$ cat src/rtl/nibble_router_arbiter_pkg.sv
// Shared types and constants for the nibble router arbiter: FSM state,
// path widths and the nibble slice helper.
package router_pkg;
  localparam int NUM_REQ  = 4;
  localparam int NIBBLE_W = 4;
  localparam int SEL_W    = 2;

  typedef enum logic {IDLE, BUSY} state_t;

  // Low bit of nibble i in a packed nibble vector.
  function automatic int nib_lo(input logic [SEL_W-1:0] i);
    return int'(i) * NIBBLE_W;
  endfunction
endpackage

$ cat src/rtl/nibble_router_arbiter_rr_picker.sv
// Combinational rotating-priority search: first set req bit starting at
// (last+1) mod 4 and wrapping upward.
module rr_picker
  import router_pkg::*;
(
  input  logic [NUM_REQ-1:0] req,
  input  logic [SEL_W-1:0]   last,
  output logic               found,
  output logic [SEL_W-1:0]   idx
);
  logic [SEL_W-1:0] cand;

  always_comb begin
    found = 1'b0;
    idx   = '0;
    cand  = '0;
    for (int k = 1; k <= NUM_REQ; k++) begin
      cand = last + SEL_W'(k);
      if (!found && req[cand]) begin
        found = 1'b1;
        idx   = cand;
      end
    end
  end
endmodule

$ cat src/rtl/nibble_router_arbiter.sv
// Round-robin slot arbiter for the 4:1 nibble mux / 1:4 demux path; commits
// the routed nibble into a registered destination bank at slot end.
module nibble_router_arbiter #(
  parameter int SLOT_CYCLES = 4,
  parameter int NUM_REQ     = 4
) (
  input  logic                  clk,
  input  logic                  reset,
  input  logic [NUM_REQ-1:0]    req,
  input  logic [NUM_REQ*4-1:0]  src_data,
  input  logic [NUM_REQ*2-1:0]  dest,
  output logic [1:0]            src_sel,
  output logic [1:0]            dst_sel,
  output logic                  bus_en,
  output logic [NUM_REQ-1:0]    grant,
  output logic                  done,
  output logic [NUM_REQ*4-1:0]  dest_bank
);
  import router_pkg::*;

  localparam logic [3:0] CNT_LAST = 4'(SLOT_CYCLES - 1);

  state_t           state;
  logic [3:0]       cnt;
  logic [SEL_W-1:0] last;
  logic             found;
  logic [SEL_W-1:0] pick_idx;

  rr_picker u_pick (
    .req   (req),
    .last  (last),
    .found (found),
    .idx   (pick_idx)
  );

  always_ff @(posedge clk) begin
    if (reset) begin
      state     <= IDLE;
      grant     <= '0;
      src_sel   <= '0;
      dst_sel   <= '0;
      bus_en    <= 1'b0;
      done      <= 1'b0;
      dest_bank <= '0;
      cnt       <= '0;
      last      <= 2'd3;
    end else begin
      done <= 1'b0;
      case (state)
        IDLE: begin
          if (found) begin
            grant   <= NUM_REQ'(1) << pick_idx;
            src_sel <= pick_idx;
            // destination is latched here; later dest changes are ignored
            dst_sel <= dest[int'(pick_idx)*SEL_W +: SEL_W];
            bus_en  <= 1'b1;
            cnt     <= '0;
            state   <= BUSY;
          end
        end
        BUSY: begin
          cnt <= cnt + 4'd1;
          if (cnt == CNT_LAST) begin
            dest_bank[nib_lo(dst_sel) +: NIBBLE_W] <= src_data[nib_lo(src_sel) +: NIBBLE_W];
            done   <= 1'b1;
            grant  <= '0;
            bus_en <= 1'b0;
            last   <= src_sel;
            state  <= IDLE;
          end
        end
        default: state <= IDLE;
      endcase
    end
  end
endmodule

$ cat config.mk
export PLATFORM = sky130hd
export DESIGN_NAME = nibble_router_arbiter
export DESIGN_NICKNAME = d
export VERILOG_FILES = /design/src/rtl/nibble_router_arbiter_pkg.sv /design/src/rtl/nibble_router_arbiter_rr_picker.sv /design/src/rtl/nibble_router_arbiter.sv
export SDC_FILE = /design/constraint.sdc
export NUM_CORES = 1
export LEC_CHECK = 0
export ABC_AREA = 0
export CORE_MARGIN = 1
export CORE_UTILIZATION = 45
export CTS_CLUSTER_SIZE = 30
export DETAILED_ROUTE_END_ITERATION = 8
export DONT_BUFFER_PORTS = 1
export GPL_TIMING_DRIVEN = 0
export SKIP_CTS_REPAIR_TIMING = 1
export SLEW_MARGIN = 15
export SYNTH_ARGS = -nofsm -noshare
export SYNTH_HDL_FRONTEND = slang
export SYNTH_SLANG_ARGS = --single-unit
$ cat constraint.sdc
create_clock -name clk -period 1.8 [get_ports clk]
set_clock_uncertainty 0.05 [all_clocks]
set_input_delay 0.27 -clock clk [delete_from_list [all_inputs] [get_ports clk]]
set_output_delay 0.27 -clock clk [all_outputs]
set_load 0.02 [all_outputs]
# [Yosys cells after proc, flatten, opt, wreduce, memory -nomap -nowiden]
# Index checks and enable logic that the tools add are counted.
[classes] bitwise_logic=1 n_reduce_logical=10 add_sub_neg=5 n_eq_ne=3 mux=29 shift=5 n_lt_le_gt_ge=4
[op_table] op="negator 4 -> 33 bit" n=1
[op_table] op="variable shift 4 x 33 -> 16 bit, first input constant" n=1
[op_table] op="variable part select 4 x 33 -> 16 bit" n=1
[op_table] op="bitwise mux 16 bit" n=1
[op_table] op="one-hot mux 4 bit (2 select lines)" n=2
[op_table] op="variable part select 16 x 5 -> 4 bit" n=1
[op_table] op="2-to-1 mux 1 bit" n=13
[op_table] op="less-than comparator 2 x 3 -> 1 bit, second input constant" n=4
[op_table] op="2-to-1 mux 4 bit" n=3
[op_table] op="binary-select mux 1 bit (select 2 bit)" n=4
[op_table] op="2-to-1 mux 2 bit" n=4
[op_table] op="variable part select 8 x 4 -> 2 bit" n=1
[op_table] op="AND reduction 2 bit" n=3
[op_table] op="adder 2 bit, second input constant" n=2
[op_table] op="adder 4 x 1 -> 4 bit, second input constant" n=1
[op_table] op="equality test 4 x 2 -> 1 bit, second input constant" n=1
[op_table] op="one-hot mux 1 bit (2 select lines)" n=2
[op_table] op="left shift 1 x 2 -> 4 bit, first input constant" n=1
[op_table] op="logical AND 1 bit" n=3
[op_table] op="zero test 1 bit" n=3
[op_table] op="adder 2 x 1 -> 2 bit, second input constant" n=1
[op_table] op="inequality test 2 x 1 -> 1 bit, second input constant" n=1
[op_table] op="inequality test 2 bit, second input constant" n=1
[op_table] op="OR reduction 2 bit" n=1
[op_table] op="inverter 1 bit" n=1
[totals] ff_bits=33 elab_cells=66 inputBits=30

# [Depth between registers and ports, before layout]
[depth] ltp_word=16 mapped_depth=7

# [By module]
# Synthesis repeated with hierarchy kept, for this count alone.
[hier_totals] hier_cells=151 hier_area_um2=1536.5
[modules_own_cells] mod="nibble_router_arbiter" instances=1 area_per_inst_um2=1445.1 cells_per_inst=137
[modules_own_cells] mod="rr_picker" instances=1 area_per_inst_um2=91.3 cells_per_inst=14

# [Worst setup path after synthesis]
# OpenSTA, ideal clock, no wires.
[synth_timing] path_kind="register -> register" from="register src_sel[0]" to="register dest_bank[13]" t_required_ns=1.622 setup_slack_ns=0.095 setup_time_ns=0.128 synth_period_minus_slack_ns=1.705 arrival_ns=1.528 stages_incl_launch_ff=5 path_cell_list="dfxtp_1 -> clkbuf_1 -> mux4_2 -> a22oi_1 -> nor2_1"
[synth_between] elab_chain_len=3
[synth_rtl] item="start: declaration" line_no="nibble_router_arbiter.sv:12" source="output logic [1:0] src_sel,"
[synth_rtl] item="start signal: assignment" line_no="nibble_router_arbiter.sv:53" source="src_sel <= pick_idx;"
[synth_rtl] item="variable part select 16 x 5 -> 4 bit" line_no="nibble_router_arbiter.sv:64" source="dest_bank[nib_lo(dst_sel) +: NIBBLE_W] <= src_data[nib_lo(src_sel) +: NIBBLE_W];"
[synth_rtl] item="variable part select 4 x 33 -> 16 bit" line_no="nibble_router_arbiter.sv:64"
[synth_rtl] item="bitwise mux 16 bit" line_no="nibble_router_arbiter.sv:64"
[synth_rtl] item="end signal: indexed assignment" line_no="nibble_router_arbiter.sv:64"
[synth_rtl] item="end: declaration" line_no="nibble_router_arbiter.sv:17" source="output logic [NUM_REQ*4-1:0] dest_bank"
# Every way passes these cells.
# A chain may end at the register's enable or synchronous reset.

# [Final worst setup path]
[layout_timing] from="register src_sel[0]" to="register dest_bank[9]"
# Same word-level chain as after synthesis.

==> results by group <==
Drt
  • Routed via count: 1292
  • Highest metal used: met4
  • WL final: 3.61 mm
  • DR DRC count: 0
  • Via density: 5.95
  • DR WL/cell: 16.6 microns
  • First-pass detailed-route iteration total: 4
  • Routed met3 length: 197 microns
  • Initial DRC Count: 50
  • WL met2: 1.90 mm
  • Antenna Nets Post-Route: 0
  • M1 WL: 1.47 mm

STA
  • FMAX: 583 MHz
  • Final hold vios: 0
  • Pins Over Slew Limit: 0
  • Final Critical Period: 1.72 ns
  • Least-Margin Pin Slew: 0.585 ns
  • Final Worst Setup Slack: 0.0845 ns
  • Slew margin rel.: 60.7%
  • WHS: 0.114 ns
  • Final worst-path cycle share: 95.3%
  • Setup violators final: 0

Clock tree
  • CTS tree: yes
  • Clk pin slew, worst setup/hold paths: 0.09 ns
  • CTS Root Cell: clkbuf_4
  • Total CTS buffers: 5
  • CTS H-Tree Depth: 2
  • Worst skew pair latency: 0.32 ns
  • Clk sinks: 33
  • Largest buffer count on any clock path: 2

Power
  • VDD IR max: 502 uV
  • Net Switching: 0.356 mW
  • Clock power frac: 30.5%
  • Total power: 1.36 mW
  • Internal Power: 1.00 mW
  • Flop pwr share: 57.5%
  • Gate power share: 12.0%
  • Switching share of power: 26.2%
  • Leak: 0.610 nW
  • Pwr per Cell Area: 787 mW/mm^2

Logic synthesis
  • Simple-gate portion of the synthesized area: 23.9%
  • Post-Synth Adder-Cell Area: 4.69%
  • Post-synthesis cell area: 0.00160 sq mm
  • Main combinational cell family by area after synthesis: simple AND/OR/NAND/NOR gates
  • #FFs+latches synth: 33
  • Top post-synthesis cells by area: dfxtp_1 (41%), a22oi_1 (8.0%), nor2_1 (6.8%), mux4_2 (5.6%), ha_1 (4.7%)
  • Post-Synthesis Cells: 164
  • Mux share of post-synthesis cell area: 8.75%
  • Syn. warnings: 0
  • Synth top area share: 41.3%
  • Avg Cell Area, Syn: 9.77 sq um
  • Yosys cell types: 41
  • Compound-gate portion of the synthesized area: 17.4%
  • Sequential share of the synthesized area: 41.3%
  • Post-Syn Nets: 200
  • Yosys top cell by area: dfxtp_1
  • Xor/xnor share of the synthesized area: 0%

Global route
  • Total GRT Usage: 19.5%
  • Largest net degree at the start of global routing: 11
  • Initial antenna violation count: 0
  • GRT Residual Overflow: 0
  • First-pass GRT wire length: 5.24 mm
  • Number of global-route vias before repair: 1172

Floorplan
  • Initial core utilization: 47.6%
  • Die X: 61.7 microns
  • Row cnt: 21
  • Die height: 61.7 microns
  • IO Pins: 56
  • Die Area: 0.00380 sq mm
  • Core ar.: 0.00336 sq mm

Worst setup path
  • Setup crit end kind: flip-flop
  • Max stage delay on crit path: 0.58 ns
  • Critical path fanouts, max: 6
  • Cell Chain, Critical Path: clkbuf_4, mux4_2, a22oi_1, nor2_1
  • Critical-path top delay cell: mux4_2
  • Top Family by Delay on Critical Path: multiplexers
  • WS Path Type: reg2reg
  • Setup crit start: src_sel[0]
  • CP startpoint kind: flip-flop
  • Buffer and inverter count on the worst path: 1
  • Worst EP arrival: 1.87 ns
  • Critical R2R Launch: src_sel[0]
  • Critical path required time: 1.95 ns

Layout
  • Filler cells: 352
  • Fraction of layout instances using a drive strength above 1: 18.1%
  • Final nets: 207
  • Ant. Diodes: 0
  • Most common cell after layout, fill and taps aside: dfxtp_1
  • Layout area overhead: 7.97%
  • Most frequent cells in the layout: dfxtp_1 (30), nor2_1 (29), a22oi_1 (17)

Flow run
  • Max-Cap Viols: 0

Placed design
  • Dpl ws: -0.101 ns
  • DP Wirelength: 2.72 mm
  • GP Congestion: 0.680
  • # port buffers: 0

Run status
  • Status: finished clean

Hold path
  • Worst Hold Class: in2reg
  • Hold Crit Start: dest[0]
[registers in the layout, summed over array words and instances, names as in the netlist]
register and cells:
grant 4, dest_bank 16, cnt 4, bus_en 1, src_sel 2, state 1
done 1, dst_sel 2, last 2
[worst reg2reg max path: cells and delay by family, from the launching register on]
kind | cells | cell delay (ns)
compound gates | 1 | 0.21
buf+inv | 1 | 0.25
flops | 1 | 0.45
mux | 1 | 0.59
simple gates | 1 | 0.06
[layout make-up]
class	count	area, sq um	area share, %
Sequential cell	33	667	38.6
Buffer	9	55.1	3.18
Multi-Input combinational cell	118	880	50.9
Inverter	4	15.0	0.868
Tap cell	46	57.6	3.33
Clock buffer	7	55.1	3.18
[metrics by stage]
step / TNS (ns) / std cells / instance area, sq um / utilization (%)
3_3_place_gp: -0.529 / 210 / 1660 / 49.3
6_report: 0 / 217 / 1730 / 51.4
4_1_cts: -1.57 / 217 / 1710 / 51.0
2_1_floorplan: 0 / 164 / 1600 / -
5_1_grt: -0.00433 / 217 / 1730 / 51.4
3_5_place_dp: -1.22 / 210 / 1660 / 49.3
[Yosys cell counts, drive strengths merged]
| library cell | n |
|---|---|
| a211oi | 2 |
| a21oi | 8 |
| a221o | 1 |
| a221oi | 1 |
| a22oi | 17 |
| a311oi | 1 |
| a32oi | 2 |
| and2 | 1 |
| and4 | 2 |
| and4b | 1 |
| and4bb | 1 |
| buf | 5 |
| clkbuf | 4 |
| dfxtp | 33 |
| ha | 6 |
| inv | 4 |
| mux2i | 5 |
| mux4 | 4 |
| nand2 | 10 |
| nand2b | 6 |
| nand3 | 3 |
| nand3b | 4 |
| nand4 | 1 |
| nand4bb | 1 |
| nor2 | 29 |
| nor2b | 1 |
| nor3 | 1 |
| nor3b | 1 |
| nor4 | 1 |
| nor4b | 1 |
| o21ai | 1 |
| o221ai | 2 |
| or2 | 4 |
[worst paths after layout]
| kind | slack [ns] | cells past startpoint | endpoint |
|---|---|---|---|
| max | 0.08 | 4 | dest_bank[9] |
| min | 0.11 | 2 | dst_sel[0] |
| min reg2reg | 0.45 | 2 | cnt[3] |
| max reg2reg | 0.08 | 4 | dest_bank[9] |
[power by group through the flow]
stage               Combinational, mW  Sequential [mW]  Clock [mW]
floorplan                       0.129            0.794           0
global placement                0.156            0.798           0
detailed placement              0.161            0.799           0
CTS                             0.162            0.782       0.418
global route                    0.178            0.786       0.444
finish                          0.164            0.783       0.414
[cell families (layout without fill, tap and decap cells)]
logic type      Yosys count  count (layout)
flops                    33              33
simple gates             68              68
buf+inv                  13              20
compound gates           35              35
fa+ha+maj                 6               6
mux                       9               9
[layer usage]
metal / track usage [%] / vias to the layer above
li1: - / 612
met5: 0 / -
met1: 21.2 / 639
met3: 6.93 / 5
met2: 35.0 / 36
met4: 6.67 / 0
Note: power is estimated with default switching activity, not from simulation.
